**src/rtl/pcrel_pipe.sv**
```systemverilog
// -----------------------------------------------------------------------------
// pcrel_pipe
//
// Pipelined PC-relative execution unit. Resolves AUIPC, JAL, JALR and
// conditional branches for an XLEN-wide core, then carries the result
// through STAGES register stages to the writeback/redirect logic.
//
// Parameters
//   XLEN     datapath width (32 or 64)
//   STAGES   register stages from input to output (1..4)
//   ALLOW_C  1: compressed ops legal, 2-byte target granule
//            0: compressed ops illegal, 4-byte target granule
//
// Ports
//   clk, rst          clock, synchronous active-high reset
//   flush             drop every in-flight op and any op accepted this cycle
//   in_valid/in_ready input handshake
//   in_op             0=AUIPC 1=JAL 2=JALR 3=BRANCH
//   in_funct3         branch condition
//   in_compressed     instruction is 16-bit
//   in_pc, in_imm     instruction address, sign-extended immediate
//   in_rs1, in_rs2    source operand values
//   in_rd             destination register index
//   out_valid/out_ready output handshake
//   out_rd_idx/we/val register writeback
//   out_br_valid/out_br_target redirect request
//   out_exc_misalign  taken target not on the instruction granule
//   out_exc_illegal   illegal encoding
//
// Handshake: a transfer happens on a rising edge where valid && ready are both
// high. valid never depends on ready. While out_valid && !out_ready every out_*
// signal holds. in_ready is combinational from out_ready through the full
// stage chain, so a full pipeline that drains at the output accepts a new op
// in the same cycle (no bubble).
// -----------------------------------------------------------------------------
module pcrel_pipe #(
  parameter int XLEN    = 32,
  parameter int STAGES  = 1,
  parameter int ALLOW_C = 1
) (
  input  logic            clk,
  input  logic            rst,
  input  logic            flush,

  input  logic            in_valid,
  output logic            in_ready,
  input  logic [1:0]      in_op,
  input  logic [2:0]      in_funct3,
  input  logic            in_compressed,
  input  logic [XLEN-1:0] in_pc,
  input  logic [XLEN-1:0] in_imm,
  input  logic [XLEN-1:0] in_rs1,
  input  logic [XLEN-1:0] in_rs2,
  input  logic [4:0]      in_rd,

  output logic            out_valid,
  input  logic            out_ready,
  output logic [4:0]      out_rd_idx,
  output logic            out_rd_we,
  output logic [XLEN-1:0] out_rd_val,
  output logic            out_br_valid,
  output logic [XLEN-1:0] out_br_target,
  output logic            out_exc_misalign,
  output logic            out_exc_illegal
);

  localparam logic [1:0] OP_AUIPC  = 2'd0;
  localparam logic [1:0] OP_JAL    = 2'd1;
  localparam logic [1:0] OP_JALR   = 2'd2;
  localparam logic [1:0] OP_BRANCH = 2'd3;

  // One resolved op as it travels down the pipeline.
  typedef struct packed {
    logic [4:0]      rd_idx;
    logic            rd_we;
    logic [XLEN-1:0] rd_val;
    logic            br_valid;
    logic [XLEN-1:0] br_target;
    logic            exc_misalign;
    logic            exc_illegal;
  } res_t;

  // ---------------------------------------------------------------------------
  // Combinational resolve of the op currently presented at the input
  // ---------------------------------------------------------------------------
  logic [XLEN-1:0] rel;
  logic [XLEN-1:0] link;
  logic [XLEN-1:0] jalr_sum;
  logic [XLEN-1:0] target;
  logic [XLEN-1:0] rd_val_c;
  logic            is_eq;
  logic            is_lt_s;
  logic            is_lt_u;
  logic            br_cond;
  logic            take;
  logic            illegal;
  logic            bad_align;
  logic            misalign;
  res_t            res_c;

  always_comb begin
    rel      = in_pc + in_imm;
    link     = in_pc + (in_compressed ? XLEN'(2) : XLEN'(4));
    jalr_sum = in_rs1 + in_imm;

    is_eq   = (in_rs1 == in_rs2);
    is_lt_s = ($signed(in_rs1) < $signed(in_rs2));
    is_lt_u = (in_rs1 < in_rs2);

    // funct3 010/011 are reserved; they resolve not-taken and are flagged
    // illegal below, so the default arm is never a real redirect.
    case (in_funct3)
      3'b000:  br_cond = is_eq;
      3'b001:  br_cond = !is_eq;
      3'b100:  br_cond = is_lt_s;
      3'b101:  br_cond = !is_lt_s;
      3'b110:  br_cond = is_lt_u;
      3'b111:  br_cond = !is_lt_u;
      default: br_cond = 1'b0;
    endcase

    rd_val_c = '0;
    target   = '0;
    take     = 1'b0;
    case (in_op)
      OP_AUIPC: begin
        rd_val_c = rel;
      end
      OP_JAL: begin
        rd_val_c = link;
        target   = rel;
        take     = 1'b1;
      end
      OP_JALR: begin
        rd_val_c = link;
        target   = jalr_sum & ~XLEN'(1);
        take     = 1'b1;
      end
      default: begin
        target   = rel;
        take     = br_cond;
      end
    endcase

    illegal = ((in_op == OP_BRANCH) &&
               ((in_funct3 == 3'b010) || (in_funct3 == 3'b011))) ||
              (in_compressed && (ALLOW_C == 0));

    // With compressed support the granule is 2 bytes; JALR clears bit 0, so
    // it can only trip this check when the granule is 4 bytes.
    bad_align = (ALLOW_C != 0) ? target[0] : (target[1:0] != 2'b00);
    misalign  = take && bad_align && !illegal;

    res_c.rd_idx       = in_rd;
    res_c.rd_we        = (in_op != OP_BRANCH) && (in_rd != 5'd0) &&
                         !illegal && !misalign;
    res_c.rd_val       = rd_val_c;
    res_c.br_valid     = take && !illegal && !misalign;
    res_c.br_target    = target;
    res_c.exc_misalign = misalign;
    res_c.exc_illegal  = illegal;
  end

  // ---------------------------------------------------------------------------
  // Stage chain
  // ---------------------------------------------------------------------------
  res_t              st_data  [STAGES];
  res_t              src_data [STAGES];
  logic [STAGES-1:0] st_valid;
  logic [STAGES-1:0] src_valid;
  logic [STAGES-1:0] st_ready;

  // A stage can take new contents when it is empty or when its own contents
  // move on this cycle. Computed from the output back to the input so a full
  // pipe advances as a whole whenever the consumer is ready.
  always_comb begin
    st_ready = '0;
    st_ready[STAGES-1] = !st_valid[STAGES-1] || out_ready;
    for (int k = STAGES - 2; k >= 0; k--) begin
      st_ready[k] = !st_valid[k] || st_ready[k+1];
    end
  end

  // Source feeding each stage: the resolver for stage 0, the previous stage
  // otherwise.
  always_comb begin
    src_data[0]  = res_c;
    src_valid    = '0;
    src_valid[0] = in_valid;
    for (int k = 1; k < STAGES; k++) begin
      src_data[k]  = st_data[k-1];
      src_valid[k] = st_valid[k-1];
    end
  end

  always_ff @(posedge clk) begin
    if (rst) begin
      st_valid <= '0;
      for (int k = 0; k < STAGES; k++) begin
        st_data[k] <= '0;
      end
    end else begin
      for (int k = 0; k < STAGES; k++) begin
        // Flush wins over any load, including the op accepted this cycle.
        if (flush) begin
          st_valid[k] <= 1'b0;
        end else if (st_ready[k]) begin
          st_valid[k] <= src_valid[k];
        end
        // Data only moves with a valid source, so a stalled or emptied stage
        // keeps its last contents on the outputs.
        if (st_ready[k] && src_valid[k]) begin
          st_data[k] <= src_data[k];
        end
      end
    end
  end

  // ---------------------------------------------------------------------------
  // Outputs
  // ---------------------------------------------------------------------------
  assign in_ready         = st_ready[0];
  assign out_valid        = st_valid[STAGES-1];
  assign out_rd_idx       = st_data[STAGES-1].rd_idx;
  assign out_rd_we        = st_data[STAGES-1].rd_we;
  assign out_rd_val       = st_data[STAGES-1].rd_val;
  assign out_br_valid     = st_data[STAGES-1].br_valid;
  assign out_br_target    = st_data[STAGES-1].br_target;
  assign out_exc_misalign = st_data[STAGES-1].exc_misalign;
  assign out_exc_illegal  = st_data[STAGES-1].exc_illegal;

endmodule

```
**config.mk**
```make
export PLATFORM = sky130hd
export DESIGN_NAME = pcrel_pipe
export DESIGN_NICKNAME = d
export VERILOG_FILES = /design/src/rtl/pcrel_pipe.sv
export SDC_FILE = /design/constraint.sdc
export NUM_CORES = 1
export LEC_CHECK = 0
export BUFFER_PORTS_ARGS = -buffer_cell sky130_fd_sc_hd__buf_4
export CORE_ASPECT_RATIO = 1.25
export CORE_UTILIZATION = 32
export CTS_BUF_LIST = sky130_fd_sc_hd__clkbuf_8 sky130_fd_sc_hd__clkbuf_16
export CTS_CLUSTER_DIAMETER = 60
export CTS_CLUSTER_SIZE = 16
export DETAILED_ROUTE_END_ITERATION = 6
export PLACE_DENSITY = 0.62
export SLEW_MARGIN = 20
export SYNTH_ARGS = -nofsm -noshare
export SYNTH_HDL_FRONTEND = slang
export SYNTH_SLANG_ARGS = --single-unit
```
**constraint.sdc**
```tcl
create_clock -name clk -period 8.8 [get_ports clk]
set_clock_uncertainty 0.05 [all_clocks]
set_input_delay 0.44 -clock clk [delete_from_list [all_inputs] [get_ports clk]]
set_output_delay 0.44 -clock clk [all_outputs]
set_load 0.02 [all_outputs]
```
==> key figures <==
Synthesis
  – Dominant combinational cell family by area after synthesis: compound AO/OA/AOI/OAI gates
  – Multiplexer fraction of the synthesized cell area: 0.267%
  – Yosys synthesis warning count: 0
  – Area contributors post-synth: edfxtp_1 29%, ha_1 16%, a21oi_1 5.3%
  – Synthesized netlist cell count: 856
  – Cell taking the most area after synthesis: edfxtp_1
  – Synth cell types: 55
  – Synthesized netlist net count: 1101
  – Primary flip-flop cell chosen by synthesis mapping: edfxtp_1
  – Synthesized-area fraction occupied by ao, oa, aoi and oai cells: 23.4%
  – FFs w/ async S/R, synth: 0%
  – Portion of the post-synthesis area used by sequential elements: 29.5%
  – Post-synthesis adder-cell area fraction: 17.2%
  – Post-synthesis average cell area: 8.75 um^2
  – Synth Area in Simple Gates: 15.3%
  – Synth Cell Area: 7490 um^2
  – Area share of the leading cell type in the synthesized netlist: 29.3%
  – Number of synthesized register bits: 74
  – Xor-xnor portion of the synthesized cell area: 10.4%
  – EDFF count, synth: 73

Die
  – Effective utilization at floorplan: 32.6%
  – Y dimension of the die: 173 um
  – Horiz. Die Dim: 139 um
  – Std cell rows: 62
  – I/O pin count: 219
  – Die ar.: 24000 um^2
  – Area of the core region: 23000 um^2

STA
  – Slew of the pin with the lowest slew margin: 1.02 ns
  – Period utilization: 40.9%
  – Final total negative setup slack: 0 ns
  – Final Hold Vio Count: 0
  – Max-slew violation total from the final report: 0
  – Final number of setup-violating endpoints: 0
  – Worst setup margin: 5.20 ns
  – Setup repair after global routing missed its margin: false
  – Min Tclk post-route: 3.60 ns
  – Final Hold Slack: 0.217 ns
  – Max_slew headroom: 32.3%
  – Maximum clock frequency: 278 MHz

Layout
  – Most common library cell in the layout ignoring fill and taps: buf_4
  – Layout Cell Area excl Fill: 9730 um^2
  – Non-filler instance count after layout: 1357
  – Net count reported at finish: 1308
  – Commonest cells after routing, fill and taps aside: 220 x buf_4, 98 x ha_1, 80 x a21oi_1, 77 x nor2_1, 73 x edfxtp_1
  – Area growth syn-to-layout: 29.9%
  – Fraction of layout instances using a drive strength above 1: 22.8%

Detailed routing
  – Drc violations: 16
  – Routed length on met1: 10100 um
  – Drt first-iter violations: 421
  – Wire length per cell after detailed routing: 18.2 um
  – Number of detailed-route iterations in the first pass: 7
  – Met2 wire length: 12000 um
  – Highest metal used: met4
  – Vias per inst: 5.33
  – Post-Route WL: 24700 um
  – Via count: 7234
  – Residual antenna-violating net count after detailed routing: 0
  – Met3 layer wire length in the routed design: 1520 um

Placement
  – Number of buffer cells added on primary ports: 218
  – Post-detailed-placement half-perimeter wirelength: 20300 um
  – Global placer's final weighted congestion: 0.916
  – Placement Setup Slack: 4.88 ns
  – Post-placement cell count: 1340
  – Post-DP Area: 9420 um^2

Power
  – Power density normalized to cell area: 138 nW/um^2
  – Static leakage: 4.55 nW
  – Maximum ir drop on the vdd rail: 87.6 uV

Global routing
  – Global route total overflow: 0
  – Number of global-route vias before repair: 7075
  – All-Layer GR Usage: 20.3%
  – Maximum number of pins on one net before global-route repair: 74
  – Global-route wire length before repair: 37700 um
  – Number of antenna violations at the first check in global routing: 1

Clocking
  – CTS Buffer Depth: 2
  – Insertion delay of the later-clocked pin in the worst-skew pair: 0.33 ns
  – CTS Sinks: 74
  – Clock Pin Slew Worst Setup and Hold Paths: 0.06 ns
  – CTS buffer count: 9
  – Count of hold-fix buffers inserted at cts: 0
  – CTS H-tree lvls: 3
  – Post-CTS repair timing setup buffer count: 0
  – Clock tree from TritonCTS: done
  – Post-cts resize count: 0
  – Buffer cell driving the clock tree root: clkbuf_16

Worst setup path
  – Kind of critical path: input port to flop
  – CP required: 8.78 ns
  – Length in cells of the worst reg-to-reg path: 7
  – Worst setup SP type: input port
  – Endpoint type of the worst setup path: flop
  – Highest net fanout along the worst path: 5
  – CP arrival: 3.58 ns

Flow run
  – Max-cap viol count: 0

Hold path
  – Hold Path Depth: 2
  – Worst hold path class: input port to flop

Outcome
  – Failing checks: DRC
  – Run status: complete, but fails checks
==> synthesized netlist by cell type, types with 4 or more instances <==
master	count
a211oi_1	7
a21o_1	43
a21oi_1	80
a22oi_1	27
a31oi_1	5
and2_1	10
and3_1	9
and4_1	4
clkbuf_1	22
edfxtp_1	73
ha_1	98
inv_1	55
nand2_1	54
nand2b_1	9
nand3_1	27
nand4_1	15
nor2_1	77
nor2b_1	9
nor3_1	9
nor3b_1	4
nor4_1	5
o211ai_1	6
o21a_1	5
o21ai_0	28
o21ai_1	7
o21bai_1	6
o22ai_1	33
o31ai_1	6
xnor2_1	44
xor2_1	43
==> cell families after synthesis <==
logic type | count (synthesis)
adder cells (fa/ha/maj) | 101
flip-flops | 74
XOR/XNOR | 88
buffers and inverters | 79
multiplexers | 2
AND/OR/NAND/NOR | 240
AO/OA/AOI/OAI | 272
==> final timing paths <==
path	slack [ns]	start	end
worst min register to register	0.51	out_valid	out_valid
worst max-delay path	5.20	in_pc[0]	st_data[0][28]
worst max register to register	6.31	out_valid	st_data[0][30]
worst min-delay path	0.22	flush	out_valid
==> sequential cells by signal, indices dropped and copies added (netlist names) <==
name / flops
st_data: 73
out_valid: 1
==> layout make-up <==
| cell class | instances | area (um^2) |
|---|---|---|
| Antenna cell | 1 | 2.50 |
| Clock inverter | 5 | 55.1 |
| Multi-Input combinational cell | 703 | 4990 |
| Inverter | 55 | 206 |
| Sequential cell | 74 | 2210 |
| Clock buffer | 11 | 253 |
| Tap cell | 288 | 360 |
| Fill cell | 2335 | 13200 |
| Timing Repair Buffer | 220 | 1650 |
==> where the power goes <==
group,internal (W),switching (W),total (W)
Clock,0.000234,0.000149,0.000383
Combinational,0.000226,0.000298,0.000524
Sequential,0.000423,0.0000125,0.000435
Total,0.000884,0.000459,0.00134
==> per-layer routing <==
layer,global-route usage (%),up-vias
li1,-,3598
met1,24.4,3329
met2,35.1,256
met3,3.07,51
met4,10.5,0
met5,0,-
==> per-stage QoR <==
step	total power, W	util [%]
4_1_cts	0.00135	42.4
3_5_place_dp	0.000965	41.0
3_3_place_gp	0.000962	41.0
2_1_floorplan	0.000765	-
5_1_grt	0.00141	42.4
6_report	0.00134	42.4
==> worst max-delay path, cell delays in order <==
cell and delay, ns:
buf_4 0.12, ha_1 0.23, fa_1 0.43, a211oi_2 0.29, o211ai_1 0.15, and2_4 0.18, a211o_1 0.30, a311o_1 0.41
or3_1 0.41, a31oi_2 0.26, xor2_1 0.25, o22ai_1 0.13
(Power assumes the default switching activity.)
